[config.mk]
export PLATFORM = sky130hd
export DESIGN_NAME = fp_operand_pairer
export DESIGN_NICKNAME = d
export VERILOG_FILES = /design/src/rtl/fp_operand_pairer.sv
export SDC_FILE = /design/constraint.sdc
export NUM_CORES = 1
export LEC_CHECK = 0
export BUFFER_PORTS_ARGS = -buffer_cell sky130_fd_sc_hd__buf_2
export CAP_MARGIN = 5
export CELL_PAD_IN_SITES_DETAIL_PLACEMENT = 1
export CELL_PAD_IN_SITES_GLOBAL_PLACEMENT = 1
export CORE_ASPECT_RATIO = 1.4
export CORE_MARGIN = 2
export CORE_UTILIZATION = 41
export DETAILED_ROUTE_END_ITERATION = 16
export HOLD_SLACK_MARGIN = 0.03
export PLACE_DENSITY_LB_ADDON = 0.1
export SLEW_MARGIN = 25
export SYNTH_ARGS = -nofsm -noshare
export SYNTH_HDL_FRONTEND = slang
export SYNTH_SLANG_ARGS = --single-unit
[constraint.sdc]
create_clock -name clk -period 2.4 [get_ports clk]
set_input_delay 0.48 -clock clk [delete_from_list [all_inputs] [get_ports clk]]
set_output_delay 0.48 -clock clk [all_outputs]
set_load 0.05 [all_outputs]
[src/rtl/fp_operand_pairer.sv]
// Pairs single-precision operands for an FP adder, classifies both operands,
// flushes denormals to signed zero and precomputes special-case sums.
module fp_operand_pairer #(
    parameter int CNT_W = 16
) (
    input  logic             clk,
    input  logic             rst_n,
    input  logic             flush,
    input  logic [31:0]      in_data,
    input  logic             in_valid,
    output logic             in_ready,
    output logic [31:0]      out_a,
    output logic [31:0]      out_b,
    output logic             out_valid,
    input  logic             out_ready,
    output logic [2:0]       out_cls_a,
    output logic [2:0]       out_cls_b,
    output logic             out_bypass,
    output logic [31:0]      out_bypass_result,
    output logic [CNT_W-1:0] pair_count
);

    localparam logic [1:0] EMPTY  = 2'd0;
    localparam logic [1:0] HAVE_A = 2'd1;
    localparam logic [1:0] FULL   = 2'd2;

    localparam logic [2:0] CLS_NORM = 3'd0;
    localparam logic [2:0] CLS_ZERO = 3'd1;
    localparam logic [2:0] CLS_DEN  = 3'd2;
    localparam logic [2:0] CLS_INF  = 3'd3;
    localparam logic [2:0] CLS_NAN  = 3'd4;

    localparam logic [31:0] QNAN = 32'h7FC0_0000;

    logic [1:0]  state;
    logic [31:0] a_raw;
    logic        take_in;
    logic        take_out;

    logic [2:0]  cls_a;
    logic [2:0]  cls_b;
    logic [31:0] flt_a;
    logic [31:0] flt_b;
    logic        byp;
    logic [31:0] byp_res;

    function automatic logic [2:0] classify(input logic [31:0] w);
        logic [2:0] c;
        if (w[30:23] == 8'h00)
            c = (w[22:0] == 23'd0) ? CLS_ZERO : CLS_DEN;
        else if (w[30:23] == 8'hFF)
            c = (w[22:0] == 23'd0) ? CLS_INF : CLS_NAN;
        else
            c = CLS_NORM;
        return c;
    endfunction

    assign in_ready  = (state != FULL);
    assign out_valid = (state == FULL);
    assign take_in   = in_valid && in_ready;
    assign take_out  = out_valid && out_ready;

    // Classify held A against incoming B and resolve the special-case sum
    always_comb begin
        logic a_zd;
        logic b_zd;
        logic a_inf;
        logic b_inf;
        cls_a   = classify(a_raw);
        cls_b   = classify(in_data);
        flt_a   = (cls_a == CLS_DEN) ? {a_raw[31], 31'd0} : a_raw;
        flt_b   = (cls_b == CLS_DEN) ? {in_data[31], 31'd0} : in_data;
        a_zd    = (cls_a == CLS_ZERO) || (cls_a == CLS_DEN);
        b_zd    = (cls_b == CLS_ZERO) || (cls_b == CLS_DEN);
        a_inf   = (cls_a == CLS_INF);
        b_inf   = (cls_b == CLS_INF);
        byp     = (cls_a != CLS_NORM) || (cls_b != CLS_NORM);
        byp_res = a_raw;
        if ((cls_a == CLS_NAN) || (cls_b == CLS_NAN) ||
            (a_inf && b_inf && (a_raw[31] != in_data[31])))
            byp_res = QNAN;
        else if (a_inf)
            byp_res = a_raw;
        else if (b_inf)
            byp_res = in_data;
        else if (a_zd && b_zd)
            byp_res = {a_raw[31] & in_data[31], 31'd0};
        else if (a_zd)
            byp_res = in_data;
        else
            byp_res = a_raw;
    end

    // Pairing FSM, output pair registers and issued-pair counter
    always_ff @(posedge clk or negedge rst_n) begin
        if (!rst_n) begin
            state             <= EMPTY;
            a_raw             <= 32'd0;
            out_a             <= 32'd0;
            out_b             <= 32'd0;
            out_cls_a         <= 3'd0;
            out_cls_b         <= 3'd0;
            out_bypass        <= 1'b0;
            out_bypass_result <= 32'd0;
            pair_count        <= '0;
        end else if (flush) begin
            state <= EMPTY;
        end else begin
            case (state)
                EMPTY: begin
                    if (take_in) begin
                        a_raw <= in_data;
                        state <= HAVE_A;
                    end
                end
                HAVE_A: begin
                    if (take_in) begin
                        out_a             <= flt_a;
                        out_b             <= flt_b;
                        out_cls_a         <= cls_a;
                        out_cls_b         <= cls_b;
                        out_bypass        <= byp;
                        out_bypass_result <= byp_res;
                        state             <= FULL;
                    end
                end
                FULL: begin
                    if (take_out) begin
                        pair_count <= pair_count + CNT_W'(1);
                        state      <= EMPTY;
                    end
                end
                default: state <= EMPTY;
            endcase
        end
    end

endmodule
== Word-level counts from Yosys, hierarchy flattened ==
Cells that the tools add are included.

* Bits in registers: 153
* Input port bits: 37
* Output and inout bits: 121

* Add/sub/neg operators: 1
* Equality and inequality tests: 17
* Mux-type cells: 20
* Reductions and logical operators: 21
* Bitwise gates (word level): 2

{| class="wikitable"
|+ Operator list
! cell !! number
|-
| 32-bit two-way mux || 5
|-
| 31-bit two-way mux || 2
|-
| 23-bit logical NOT || 2
|-
| 3-bit two-way mux || 6
|-
| 16-bit by 1-bit adder with 16-bit output, second input constant || 1
|-
| 8-bit == test, second input constant || 2
|-
| 8-bit logical NOT || 2
|-
| 3-bit by 2-bit == test with 1-bit output, second input constant || 4
|-
| 2-bit two-way mux || 6
|-
| 3-bit AND reduction || 4
|-
| 3-bit by 1-bit == test with 1-bit output, second input constant || 2
|-
| 3-bit == test, second input constant || 2
|-
| 3-bit != test, second input constant || 2
|-
| 2-bit one-hot mux with 3 select lines || 1
|-
| 3-bit nonzero test || 2
|-
| 1-bit logical AND || 5
|-
| 1-bit logical OR || 5
|-
| 3-bit by 2-bit != test with 1-bit output, second input constant || 1
|-
| 2-bit by 1-bit == test with 1-bit output, second input constant || 1
|-
| 2-bit == test, second input constant || 1
|-
| 2-bit logical NOT || 1
|-
| 2-bit != test, second input constant || 1
|-
| 1-bit bitwise AND || 1
|-
| 1-bit != test || 1
|-
| 1-bit NOT || 1
|}

== Depth between registers and ports, before layout ==
* Depth in word-level cells: 11
* Depth in mapped cells: 9
* Mapped depth without buffers: 6

== Least setup slack after synthesis ==
OpenSTA, ideal clock, no wires.

* Path kind: input to register
* From: input in_data[27]
* To: register out_bypass_result[0]
* Arrival time: 2189 ps
* Buffers on the path: 3
* Stages: 9
* Library setup time: 132 ps
* Setup slack: 79 ps
* Cells stage by stage: inv_2 -> or4_4 -> or3_1 -> clkbuf_2 -> a21o_1 -> buf_6 -> buf_12 -> mux2i_1 -> o21ai_1

* Longest elaborated chain between the ends: 10

{| class="wikitable"
|+ RTL lines
! what !! RTL line !! RTL
|-
| from (decl) || 9 || <nowiki>input logic [31:0] in_data,</nowiki>
|-
| 8-bit == test || 51 || <nowiki>else if (w[30:23] == 8'hFF)</nowiki>
|-
| 3-bit two-way mux || 51 ||
|-
| 3-bit two-way mux (*) || 49 || <nowiki>if (w[30:23] == 8'h00)</nowiki>
|-
| 3-bit by 1-bit == test with 1-bit output / 3-bit by 2-bit == test with 1-bit output (equally long branches) || 74 || <nowiki>b_zd = (cls_b == CLS_ZERO) || (cls_b == CLS_DEN);</nowiki>
|-
| 1-bit logical OR || 74 ||
|-
| 1-bit logical AND || 86 || <nowiki>else if (a_zd && b_zd)</nowiki>
|-
| 32-bit two-way mux || 86 ||
|-
| 32-bit two-way mux || 84 || <nowiki>else if (b_inf)</nowiki>
|-
| 32-bit two-way mux || 82 || <nowiki>else if (a_inf)</nowiki>
|-
| 32-bit two-way mux (*) || 79 || <nowiki>if ((cls_a == CLS_NAN) || (cls_b == CLS_NAN) ||</nowiki>
|-
| to (signal assigned) || 123 || <nowiki>out_bypass_result <= byp_res;</nowiki>
|-
| to (decl) || 19 || <nowiki>output logic [31:0] out_bypass_result,</nowiki>
|}

Every way passes the cells marked *; elsewhere a longest branch is shown, timed or not.
A chain may end at the register's enable or synchronous reset.

== Final worst setup path ==
* From: input in_data[0]
* To: register out_bypass_result[17]

* Longest elaborated chain between the ends: 11

{| class="wikitable"
|+ RTL lines
! what !! RTL line !! RTL
|-
| 23-bit logical NOT (*) || 50, 52 ||
|-
| 3-bit two-way mux || 52 || <nowiki>c = (w[22:0] == 23'd0) ? CLS_INF : CLS_NAN;</nowiki>
|-
| 3-bit two-way mux || 51 ||
|-
| 3-bit two-way mux (*) || 49 ||
|-
| 3-bit by 1-bit == test with 1-bit output / 3-bit by 2-bit == test with 1-bit output (equally long branches) || 74 ||
|-
| 1-bit logical OR || 74 ||
|-
| 1-bit logical AND || 86 ||
|-
| 32-bit two-way mux || 86 ||
|-
| 32-bit two-way mux || 84 ||
|-
| 32-bit two-way mux || 82 ||
|-
| 32-bit two-way mux (*) || 79 ||
|}

Marks and branches as above.

==> impl_metrics.yaml <==
outcome:
  status: "complete, no violations"
floorplanning:
  dieArea_um2: 16200
  die_x_um: 108
  ios: 158
  die_y_um: 150
  core-area_um2: 14900
  initial_core_util_pct: 41.7
  rows: 53
sta:
  min_period_over_period_pct: 91.2
  max_freq_ghz: 0.457
  fin_skew_ps: 10.9
  final_max_slew_viol_count: 0
  maxSlewHeadroom_pct: 63.8
  finalHoldViolations: 0
  fin_crit_ps: 2190
  setup_viol: 0
  worst_pin_slew_ps: 543
  rsz0062_at_grt: "no"
cts:
  cts.clk_slew.worst_paths_ps: 70
  cts_root_buf: "clkbuf_16"
  cts_buffers: 17
  cts_tree: "built"
  postCtsSetupBuffers: 0
  clk-insertion-delay-late_ps: 420
  cts_sinks: 153
  clockBufferDepth: 2
  htree_levels: 4
placed_design:
  placed_area_um2: 7530
  hpwl_um: 13000
  gp_congestion: 0.837
  place_inst: 889
  port_buffers: 157
synthesis:
  synth_top_family_by_area: "simple AND/OR/NAND/NOR gates"
  ys_seq_area_share_pct: 61.5
  synthesis.area_um2: 6220
  synth_mux_area_share_pct: 9.51
  synthXorXnorAreaFrac_pct: 2.25
  synth-seq-cells: 153
  synthAdderAreaFrac_pct: 0.402
  synth-compound-area-share_pct: 11.6
  yosys.area_share.simple_pct: 12.1
  postSynthAreaPerCell_um2: 11.8
  syn_nets: 566
  synthCells: 527
  ys_types: 39
  synth_warnings: 0
layout:
  layout_commonest_cell: "buf_2"
  nFillCells: 1672
  layout_common_cells: "buf_2 (156), dfrtp_1 (153), nand2_1 (96)"
  n_antenna_cell: 0
  drive_gt1_share_pct: 36.9
  area_growth_pct: 29.8
  finalNetCount: 755
  stdcell_count: 921
  final_area_um2: 8080
pwr:
  p_comb_share_pct: 39.4
  clkPwrFrac_pct: 23.6
  seqPwrFrac_pct: 37.0
  power.internal_w: 0.00574
  switching_power_w: 0.00478
  swShare_pct: 45.4
  p_per_area_nw_per_um2: 1300
  peakVddDrop_v: 0.000742
  p_leak_nw: 4.19
worst_setup_path:
  cp-end-kind: "flip-flop"
  critPathKind: "primary input to flip-flop"
  cp.arrival_ps: 2490
  critical_path_required_ps: 2700
  crit_fanout: 9
  startpoint_type: "primary input"
global_route:
  grt_first_pass_wirelength_um: 28600
  overflow: 0
  grt_max_degree: 55
  grt_usage_pct: 23.1
  grt_pass1_vias: 5263
  grt_antenna_before_repair: 0
route:
  via_count: 4953
  drt_wl_total_um: 18100
  ant_nets: 0
  vias_per_cell: 5.38
  drc_errors: 0
  first_iter_violations: 169
  routedWlPerCell_um: 19.6
  drt-pass1-iter-count: 4
worst_hold_path:
  hold_path_class: "primary input to asynchronous set/reset pin"
job:
  max_cap_violations: 0
==> logic make-up (layout without fill, tap and decap cells) <==
kind of cell | after synthesis | after routing
multiplexers | 55 | 55
buffers and inverters | 33 | 235
flip-flops | 153 | 153
AND/OR/NAND/NOR | 170 | 170
XOR/XNOR | 16 | 16
AO/OA/AOI/OAI | 98 | 98
adder cells (fa/ha/maj) | 2 | 2
==> flip-flops by register name, summed over array words and instances, names as in the netlist, 2 cells and up <==
signal             count
out_cls_b              3
pair_count            16
out_a                 32
out_b                 32
a_raw                 32
out_bypass_result     32
out_cls_a              3
state                  2
==> what timing repair did <==
| action | in CTS | in global routing |
|---|---|---|
| hold buffers | 0 | 0 |
| endpoints found under the setup margin | 0 | 1 |
| gates resized for setup | 0 | 1 |
| hold endpoints to repair | 0 | 0 |
==> critical path, stage by stage <==
cell and delay [ps]:
buf_2 130, nor4_1 400, buf_4 180, nand4_1 160
or3_1 400, a21o_1 280, buf_12 180, mux2i_1 190
o21ai_1 90
==> cell type report <==
cell class	count	area [µm²]	share of cell area (%)
tap	192	240	2.97
clock inverter	14	114	1.41
multi-input combinational	341	2260	28.0
sequential	153	3830	47.4
inverter	5	18.8	0.232
timing repair buffer	198	1190	14.7
clock buffer	18	429	5.31
==> path summary, 6_finish.rpt <==
path	startpoint	to	slack, ps	depth (start not counted)
setup / recovery	in_data[0]	out_bypass_result[17]$_DFFE_PN0P_	210	9
hold / removal	rst_n	pair_count[13]$_DFFE_PN0P_	20	1
setup reg to reg	a_raw[17]$_DFFE_PN0P_	out_bypass_result[3]$_DFFE_PN0P_	270	7
hold reg to reg	out_bypass$_DFFE_PN0P_	out_bypass$_DFFE_PN0P_	470	2
max in group asynchronous	rst_n	out_b[18]$_DFFE_PN0P_	1740	2
min in group clk	out_ready	state[1]$_DFFE_PN0P_	260	2
==> layer usage <==
metal / GRT usage [%] / vias to the layer above / share of wire, %
li1: - / 2259 / -
met1: 28.5 / 2543 / 40
met5: 0 / - / 0
met3: 4.14 / 16 / 4.7
met4: 6.15 / 0 / 1.2
met2: 41.2 / 135 / 54
==> power groups by stage <==
| stage | Sequential, W | Clock, W | Combinational, W |
|---|---|---|---|
| after floorplan | 0.00605 | 0 | 0.000807 |
| after global placement | 0.00390 | 0 | 0.00409 |
| after detailed placement | 0.00394 | 0 | 0.00416 |
| after CTS | 0.00390 | 0.00253 | 0.00418 |
| after global routing | 0.00400 | 0.00264 | 0.00436 |
| final | 0.00389 | 0.00248 | 0.00414 |
==> per-stage QoR <==
stage | utilization, % | power (W) | TNS [ps] | setup WS [ps] | hold slack [ps]
2_1_floorplan | - | 0.00686 | 0 | 78.5 | 184
3_3_place_gp | 50.4 | 0.00799 | -2090 | -84.9 | 452
3_5_place_dp | 50.4 | 0.00810 | -4540 | -212 | 460
4_1_cts | 54.1 | 0.0106 | 0 | 171 | 31.5
5_1_grt | 54.1 | 0.0110 | 0 | 59.2 | 49.4
6_report | 54.1 | 0.0105 | 0 | 211 | 15.9
==> synthesized netlist by cell type, drive strengths merged <==
master   count  share of area, %
o31ai        4              0.48
nand2b       2              0.20
nand4        9              0.90
or4          1              0.18
dfrtp      153                62
o221ai       1              0.14
o22a         2              0.28
o21a         1              0.12
clkbuf      23               1.4
or2          1              0.10
nor4        14               1.4
nor3         4              0.32
a21oi        4              0.32
a221oi       1              0.14
o21ai       28               2.3
a22o        46               6.5
a2bb2oi      2              0.28
xnor2       10               1.4
nor4bb       1              0.16
inv          5              0.30
a21o         1              0.12
a211oi       7              0.84
xor2         6              0.84
mux2        33               6.0
nand2       96               5.8
and4         1              0.14
mux2i       22               3.5
or3          1              0.10
nor2        26               1.6
ha           2              0.40
o22ai        1              0.10
buf          5              0.94
nand3        9              0.72
and3         5              0.50
No activity file was read; power rests on OpenSTA's default activity.
